--- src/rtl/tx_handshake.sv ---
// tx_handshake: hands packets from the router core (clk domain) to the
// serial transmitter using a 4-phase TX_Data_Valid/TX_Data_Ack handshake.
// Packets are queued in a small circular buffer; TX_Data_Ack comes from
// another clock domain and is synchronised into clk before the FSM uses it.
//
// Ports
//   clk, rst_n     core clock, asynchronous active-low reset
//   rc_data        packet offered by the router core
//   rc_has_data    router core offers rc_data this cycle
//   tx_ready       buffer can take a packet this cycle
//   TX_Data        packet presented to the transmitter
//   TX_Data_Valid  registered request to the transmitter
//   TX_Data_Ack    transmitter acknowledge (asynchronous to clk)
//   tx_count       packets buffered, excluding the one already in TX_Data
//   fsm_state      handshake FSM state for debug (RST=0 IDLE=1 REQ=2 RELEASE=3)
//
// Handshakes
//   Core side: a packet is accepted on a rising clk edge where
//   rc_has_data && tx_ready; while not accepted the core holds rc_data and
//   rc_has_data. Transmitter side (4-phase): Valid rises with TX_Data
//   stable, transmitter raises Ack, Valid falls, transmitter drops Ack,
//   and only then may the next Valid rise.
module tx_handshake #(
  parameter int WIDTH       = 55,
  parameter int DEPTH       = 2,
  parameter int SYNC_STAGES = 2
) (
  input  logic                       clk,
  input  logic                       rst_n,
  input  logic [WIDTH-1:0]           rc_data,
  input  logic                       rc_has_data,
  output logic                       tx_ready,
  output logic [WIDTH-1:0]           TX_Data,
  output logic                       TX_Data_Valid,
  input  logic                       TX_Data_Ack,
  output logic [$clog2(DEPTH+1)-1:0] tx_count,
  output logic [1:0]                 fsm_state
);

  localparam int CW = $clog2(DEPTH + 1);
  localparam int PW = (DEPTH > 1) ? $clog2(DEPTH) : 1;

  typedef enum logic [1:0] {
    RST     = 2'd0,
    IDLE    = 2'd1,
    REQ     = 2'd2,
    RELEASE = 2'd3
  } state_t;

  logic [WIDTH-1:0]       mem [DEPTH];
  logic [PW-1:0]          wr_ptr;
  logic [PW-1:0]          rd_ptr;
  logic [CW-1:0]          count;
  logic [SYNC_STAGES-1:0] sync_q;
  logic [SYNC_STAGES-1:0] fill_q;
  logic                   ack_s;
  logic                   sync_ok;
  logic                   push;
  logic                   pop;
  state_t                 state;
  state_t                 state_n;

  // Ack synchroniser. fill_q marks when the synchroniser has been
  // sampling the live Ack long enough for ack_s to be trusted; without it
  // the zeroed synchroniser would let RST exit while the transmitter is
  // still holding Ack from before the reset.
  always_ff @(posedge clk or negedge rst_n) begin
    if (!rst_n) begin
      sync_q <= '0;
      fill_q <= '0;
    end else begin
      sync_q <= {sync_q[SYNC_STAGES-2:0], TX_Data_Ack};
      fill_q <= {fill_q[SYNC_STAGES-2:0], 1'b1};
    end
  end

  assign ack_s   = sync_q[SYNC_STAGES-1];
  assign sync_ok = fill_q[SYNC_STAGES-1];

  assign tx_ready  = (count != CW'(DEPTH)) && (state != RST);
  assign push      = rc_has_data && tx_ready;
  assign tx_count  = count;
  assign fsm_state = state;

  function automatic logic [PW-1:0] bump(input logic [PW-1:0] p);
    return (p == PW'(DEPTH - 1)) ? '0 : p + 1'b1;
  endfunction

  always_comb begin
    state_n = state;
    pop     = 1'b0;
    case (state)
      RST: begin
        if (sync_ok && !ack_s) state_n = IDLE;
      end
      IDLE: begin
        // Ack is deliberately ignored here: an Ack edge in IDLE is a
        // transmitter protocol violation and must not move the FSM.
        if (count != '0) begin
          pop     = 1'b1;
          state_n = REQ;
        end
      end
      REQ: begin
        if (ack_s) state_n = RELEASE;
      end
      RELEASE: begin
        if (!ack_s) state_n = IDLE;
      end
      default: state_n = RST;
    endcase
  end

  always_ff @(posedge clk or negedge rst_n) begin
    if (!rst_n) begin
      state         <= RST;
      TX_Data_Valid <= 1'b0;
      TX_Data       <= '0;
      wr_ptr        <= '0;
      rd_ptr        <= '0;
      count         <= '0;
    end else begin
      state         <= state_n;
      TX_Data_Valid <= (state_n == REQ);
      if (pop) begin
        TX_Data <= mem[rd_ptr];
        rd_ptr  <= bump(rd_ptr);
      end
      if (push) wr_ptr <= bump(wr_ptr);
      case ({push, pop})
        2'b10:   count <= count + 1'b1;
        2'b01:   count <= count - 1'b1;
        default: count <= count;
      endcase
    end
  end

  // Storage needs no reset: entries are only read after being written.
  always_ff @(posedge clk) begin
    if (push) mem[wr_ptr] <= rc_data;
  end

endmodule
--- config.mk ---
export PLATFORM = sky130hd
export DESIGN_NAME = tx_handshake
export DESIGN_NICKNAME = d
export VERILOG_FILES = /design/src/rtl/tx_handshake.sv
export SDC_FILE = /design/constraint.sdc
export NUM_CORES = 1
export LEC_CHECK = 0
export CAP_MARGIN = 20
export CORE_UTILIZATION = 47
export DETAILED_ROUTE_END_ITERATION = 8
export HOLD_SLACK_MARGIN = 0.15
export PLACE_DENSITY = 0.76
export SLEW_MARGIN = 20
export SYNTH_ARGS = -nofsm -noshare
export SYNTH_HDL_FRONTEND = slang
export SYNTH_SLANG_ARGS = --single-unit
--- constraint.sdc ---
create_clock -name clk -period 3.7 [get_ports clk]
set_clock_uncertainty 0.1 [all_clocks]
set_input_delay 0.37 -clock clk [delete_from_list [all_inputs] [get_ports clk]]
set_output_delay 0.37 -clock clk [all_outputs]
set_load 0.05 [all_outputs]
==> metrics list, run 1 <==
- Main synth FF type: sky130_fd_sc_hd__edfxtp_1
- The detail route stage leaves a number of antenna-violating nets equal to 0.
- Counting flops with a built-in enable in the synthesized netlist gives 110.
- Root Buffer Master: sky130_fd_sc_hd__clkbuf_16
- Final-layout worst hold slack: roughly 0.25 ns
- Routed via count: 3,213
- TritonRoute pass-1 iters: 4
* Core outline area: roughly 13,000 um^2
- Number of nets produced by synthesis: ~380
- Counting along the longest clock path gives a buffer depth of 2.
- 120 I/O pins were placed.
* Fraction of registers with async set or reset after synthesis: approximately 38%
- Subtracting the final worst setup slack from the clock period gives between 2 and 3 ns.
- Post-Place Cell Area: approximately 7800 um^2
- After the last flow step, the layout net total stands at 515.
- From left edge to right edge, the die measures ~120 um.
* Mean instance size in the synthesized netlist: 19.9 um^2
* Clk_lat worst skew: around 0.42 ns
- Cell Rows: 42
- Area contributors post-synth: sky130_fd_sc_hd__edfxtp_1, sky130_fd_sc_hd__dfrtp_1, sky130_fd_sc_hd__mux2_2
- After detailed routing, the total wire length is roughly 11,000 um.
* Number of max-slew violations in the final report: 0
- Area fraction of the dominant cell type after synthesis: between 50 and 60%
- Cell leakage power: ~3.1 nW
- For hold timing, the worst endpoint is sync_q[1].
* # clock sinks: ~180
* Number of antenna violations at the first check in global routing: 0
- Layout cell share with drive strength beyond 1: between 20% and 30%
* P per Cell Area: between 900 and 1000 nW/um^2
* List of most frequent post-synthesis cells: sky130_fd_sc_hd__edfxtp_1, sky130_fd_sc_hd__mux2_2, sky130_fd_sc_hd__dfrtp_1, sky130_fd_sc_hd__mux2_1
- The flow ran to the end, and the final reports show no timing, DRC or antenna violations.
- Summed over all instances, the cell type with the most area after synthesis is sky130_fd_sc_hd__edfxtp_1.
- Count of input and output buffers: roughly 120
- Post-CTS timing repair inserted 0 buffers for setup.
* Unique masters post-synth: 22
* Final total power: slightly above 0.008 W
- Summed over all layers, the global routing overflow is 0.
- STA classifies the critical path endpoint as a primary output.
* Finished layout cell area: between 8000 and 9000 um^2
* First-pass GRT wire length: around 18,000 um
* Met2 wirelength from detailed routing: 5650 um
- In the routed layout, each cell is associated on average with a via count of ~5.0.
- Synthesized cell area: 6440 um^2
* Unrepaired setup endpoints after global routing: false
- Clock tree from TritonCTS: built
* Cell count after synthesis: 323
- Met1 Wirelength: 4880 um
* Highest metal layer used by the detailed router: met4
- TritonCTS buffer count: 17
- In this run the register-to-register setup slack is about 1.5 ns.
* Average wire per standard cell: 17.7 um
- Global-route usage over all layers: roughly 18%
* CP Max Fanout: 7
- Entering global routing, the biggest net connects 67 pins.
- Initial detailed-routing violation count: ~160
- Worst reg2reg endpoint: TX_Data[38]
* Final-report setup violation count: 0
- The wire-length estimate of the detail-placed layout is about 7300 um.
- For this run, the top clock speed supported by timing is between 0.3 and 0.4 GHz.
- Measured slew at the worst slew-check pin: approximately 1.0 ns
- Across the VDD grid, the largest voltage drop is 0.000595 V.
- For this run, the register share of the synthesized area comes to between 70 and 80%.
- The initial utilization of the core area, before any placement, comes to 48.4%.
- At the worst endpoint, the arrival time is 2.03 ns.
- The area growth from synthesis to layout is 30.2%.
* Most repeated cell in the gate-level netlist after synthesis: sky130_fd_sc_hd__edfxtp_1
* Final period util: 67.6%
- Number of DRC violations after detailed routing: 0
* Detail Route met3 WL: 648 um
- The tool flagged a number of max-cap violations equal to 0.
- CP Launch Type: register
* Final GP Congestion: approximately 0.72
* Number of H-tree levels: 4
* Area of the die: between 10,000 and 15,000 um^2
- The number of cells on the worst reg-to-reg path is 3.
* Clock-pin slew of the registers on the worst-case setup and hold paths: around 0.06 ns
- Critical path required time: 3.23 ns
- After routing, the total negative slack on setup checks comes to 0 ns.
- By startpoint and endpoint, the worst setup path is classified as register to primary output.
- The hold violation count in the final report came to 0.
- The die is approximately 120 um tall.
- The number of antenna diodes in the final layout is 0.
- Cell depth of the worst min-delay path: 0
- Worst slew margin relative to its limit: a little under a third
* Type of the tightest min-delay check: register to register
- Yosys warning total: 0
- The number of global-route vias before repair was 3,535.
* Yosys reg bits: around 180
- R2r startpoint: rd_ptr
- Startpoint of the lowest-slack hold path: sync_q[0]
worst max path at each step:
| stage | from | end | slack [ns] |
|---|---|---|---|
| after floorplan | fsm_state[1] | mem[1][0] | 0.02 |
| after CTS | fsm_state[1] | tx_ready | 1.19 |
| final | fsm_state[1] | tx_ready | 1.20 |
| after detailed placement | rc_has_data | mem[0][52] | 1.22 |
| after global routing | fsm_state[1] | tx_ready | 1.14 |
| after global placement | rc_has_data | mem[0][47] | 1.28 |
power breakdown:
part           total [W]  internal (W)  switching (W)
logic            0.00339       0.00140        0.00199
registers        0.00316       0.00279       0.000374
clock network    0.00165      0.000975       0.000670
critical path, cell delays in order (launching register included):
cell                              delay [ns]
sky130_fd_sc_hd__dfrtp_1                0.49
sky130_fd_sc_hd__nor2_1                 0.10
sky130_fd_sc_hd__a21oi_1                0.17
sky130_fd_sc_hd__clkdlybuf4s50_1        0.84
layout make-up:
type,instances,area [um^2]
clock buffer,26,489
clock inverter,5,56.3
fill,937,4910
inverter,3,11.3
multi-input combinational,132,1400
sequential,176,4960
tap,176,220
timing repair buffer,125,1250
cells in the final DEF, fill, tap and decap left out, types with 2 or more instances in the layout:
cell                              synthesis  routed
sky130_fd_sc_hd__clkdlybuf4s50_1          0     118
sky130_fd_sc_hd__clkbuf_1                 1       6
sky130_fd_sc_hd__clkinv_2                 0       2
sky130_fd_sc_hd__nor2_1                   5       4
sky130_fd_sc_hd__clkbuf_8                 0       3
sky130_fd_sc_hd__a21o_1                   2       2
sky130_fd_sc_hd__mux2_2                 100     100
sky130_fd_sc_hd__nand2_1                  2       2
sky130_fd_sc_hd__edfxtp_1               110     110
sky130_fd_sc_hd__clkbuf_16                0      17
sky130_fd_sc_hd__inv_1                    3       3
sky130_fd_sc_hd__dfrtp_1                 66      65
sky130_fd_sc_hd__buf_4                    4       5
sky130_fd_sc_hd__xnor2_1                  4       4
sky130_fd_sc_hd__mux2_1                  10      10
layer usage:
layer	global-route usage, %	vias up
li1	-	1476
met1	21.8	1625
met2	28.2	96
met3	5.51	16
met4	7.83	0
met5	0	-
per-stage QoR:
stage                     setup WS [ns]  instances  utilization [%]
final                              1.20        643             63.1
after detailed placement           1.22        611             58.9
after CTS                          1.19        643             63.1
after global routing               1.14        643             63.1
after floorplan                  0.0239        323                -
after global placement             1.28        611             58.9
kinds of logic (layout without fill, tap and decap cells):
family	Yosys count	count (layout)	synth area share [%]
other	1	1	0.0582
AOI/OAI and AO/OA	6	6	0.660
muxes	110	110	19.2
adders and majority gates	1	1	0.194
buffers and inverters	15	159	1.44
DFF	176	176	76.9
xor gates and xnor gates	5	5	0.680
and+or+nand+nor	9	9	0.797
timing repair:
action	in CTS	in global routing
hold endpoints to repair	66	0
resized for setup	0	0
hold buffers	1	0
state kept, by name (all words and copies together) (netlist names):
name / count
mem: 110
TX_Data: 55
fill_q: 2
fsm_state: 2
sync_q: 2
tx_count: 2
TX_Data_Valid: 1
rd_ptr: 1
wr_ptr: 1
(Power assumes the default switching activity.)
==> inputs of run 2 (changes only) <==
==> constraint.sdc (replaced) <==
create_clock -name clk -period 2.2 [get_ports clk]
set_clock_uncertainty 0.1 [all_clocks]
set_input_delay 0.22 -clock clk [delete_from_list [all_inputs] [get_ports clk]]
set_output_delay 0.22 -clock clk [all_outputs]
set_load 0.05 [all_outputs]
==> run 2 against run 1 <==
Against the previous run:
- first-iteration DRC count increased by 38%
- global-route usage increased by 0.40 points
- sequential power increased by 65%
- combinational power increased by 76%
- sequential share of layout area decreased by 1.2 points
- power increased by 75%
- final cell count increased by 0.78%
- non-clock buffer count increased by 4
- routed wire length increased by 1.2%
- via count increased by 2.6%
- clock-buffer cell count decreased by 2
- largest power group unchanged
==> metrics list, run 2 (synthesized netlist as in run 1, its figures left out) <==
* Top-level I/O count: 120
- The repair_antennas step left the layout with diodes totalling 0.
- Area Overhead vs Synth: 33.0%
- Arrival @ worst endpoint: between 1.5 and 2 ns
* Final GP Congestion: between 0.7 and 0.8
- Initial detailed-routing violation count: between 200 and 250
- Static timing analysis puts the maximum clock frequency at about 0.5 GHz.
- CP Launch Type: register
- After detailed routing, the total wire length is 11,500 um.
- The run finished with clean final reports.
- For the worst setup path, the data required time is between 1.5 and 2 ns.
- Summed over all failing endpoints, the final setup total negative slack is 0 ns.
- Worst path top cell family by delay: buffers and inverters
* Category of the critical setup timing path: register to primary output
- First-pass GRT wire length: about 19,000 um
* # clock sinks: roughly 180
- Leaving out fill and tap cells, the most frequent cell in the layout is sky130_fd_sc_hd__clkdlybuf4s50_1.
- Routed vias/inst: 5.09
- In this run the worst hold path is classified as input pin to register.
- TritonCTS built the clock tree.
- The count of buffers added on input and output ports is between 100 and 150.
- Worst stage delay on the critical path: between 0.8 and 0.9 ns
- The tightest hold path in the finished design has a slack of 0.171 ns.
* Number of DRC violations after detailed routing: 0
- The tool flagged a number of max-cap violations equal to 0.
- The hold violation count in the final report was 0.
* Commonest cells after routing, fill and taps aside: sky130_fd_sc_hd__clkdlybuf4s50_1, sky130_fd_sc_hd__edfxtp_1, sky130_fd_sc_hd__mux2_2
* Cells traversed along the worst timing path: clkdlybuf4s50_1
* Worst slew margin relative to its limit: a little under two thirds
- Global-route usage over all layers: 17.9%
- Cells after DPL: 615
- Via count of the first global-routing pass: approximately 3,600
- Layout net count: just over 500
- Gr ovfl total: 0
* Routed via count: between 3,000 and 4,000
* Fill cell count: about 950
* Number of max-slew violations in the final report: 0
- Registers with the highest flip-flop counts: mem: 110 flops, TX_Data: 55 flops
- Ranked by flip-flop count, first place goes to mem.
- Layout cell share with drive strength beyond 1: between 30% and 40%
* Pin count of the biggest net entering global routing: 56
* TritonCTS buffer count: 17
* Unrepaired setup endpoints after global routing: false
* Count of placed standard cells in the final layout, fillers left out: 648
- DRT antenna net count: 0
- The smallest clock period supported by the final layout is computed as 2.04 ns.
* Starting Density: between 40% and 50%
- Clock-pin slew of the registers on the worst-case setup and hold paths: 0.06 ns
* Area of the die: roughly 14,000 um^2
- Clock tree buffer depth: 2
* Core outline area: 13,300 um^2
* Cell leakage power: ~3.1 nW
- After layout, the worst path uses between 90% and 100% of the clock period.
* Number of flip-flops under the largest register name: 110
* CP Max Fanout: 7
- Post-CTS timing repair inserted 0 buffers for setup.
* P per Cell Area: approximately 1700 nW/um^2
- CTS built an H-tree with a depth of 4.
* Sort of element at the end of the critical path: primary output
* Half-perimeter wire length after placement: slightly above 7000 um
- Slowest CP cell: sky130_fd_sc_hd__clkdlybuf4s50_1
- Measured slew at the worst slew-check pin: 0.540 ns
- Overall die width: 119 um
- Average wire per standard cell: between 15 and 20 um
* Clk_lat worst skew: ~0.42 ns
* TritonRoute pass-1 iters: 4
- Cell Rows: 42
- Final-report setup violation count: 0
* End-of-flow core utilization: 64.4%
* Final total power: 0.0143 W
- Across the VDD grid, the largest voltage drop is ~0.0011 V.
* Root Buffer Master: sky130_fd_sc_hd__clkbuf_16
- Y dimension of the die: around 120 um
- Together, buffers and inverters on the worst path number 1.
- The number of antenna violations at the first check in global routing came to 0.
==> run 2: path summary, 6_finish.rpt <==
check | start | end | slack, ns | cells after the start
worst min-delay path | TX_Data_Ack | sync_q[0] | 0.17 | 1
worst min register to register | sync_q[0] | sync_q[1] | 0.25 | 0
worst max register to register | tx_count[0] | TX_Data[12] | 0.44 | 4
worst max-delay path | fsm_state[1] | fsm_state[1] | 0.16 | 1
max in group asynchronous | rst_n | TX_Data[49] | 1.12 | 3
min in group asynchronous | rst_n | TX_Data[3] | 0.21 | 2
==> run 2: area by class of cell <==
cell class / count / area, um^2 / share of cell area [%]
Multi-Input combinational cell: 132 / 1420 / 16.6
Clock inverter: 8 / 124 / 1.45
Timing Repair Buffer: 129 / 1320 / 15.4
Clock buffer: 24 / 512 / 5.97
Tap cell: 176 / 220 / 2.57
Sequential cell: 176 / 4960 / 57.9
Inverter: 3 / 11.3 / 0.131
==> run 2: stage by stage <==
stage | cell area, um^2 | setup WS [ns]
after floorplan | 6470 | 0.0154
after global placement | 7920 | 0.391
after detailed placement | 7920 | 0.380
after CTS | 8570 | 0.135
after global routing | 8570 | 0.118
final | 8570 | 0.163
==> run 2: timing repair <==
action	in CTS	in global routing
hold buffers	1	0
endpoints found under the setup margin	1	0
gates resized for setup	1	0
endpoints found under the hold margin	49	0
==> run 2: report_power, final <==
part	internal [W]	total (W)	switching, W
logic	0.00244	0.00596	0.00352
registers	0.00469	0.00520	0.000502
clock network	0.00197	0.00315	0.00118
total	0.00910	0.0143	0.00520
==> run 2: routing by layer <==
metal | global-route usage, % | part of all wire [%] | vias up
li1 | - | - | 1493
met1 | 22.6 | 44 | 1690
met2 | 28.7 | 49 | 94
met3 | 5.99 | 5.2 | 19
met4 | 6.80 | 1.6 | 0
met5 | 0 | 0 | -
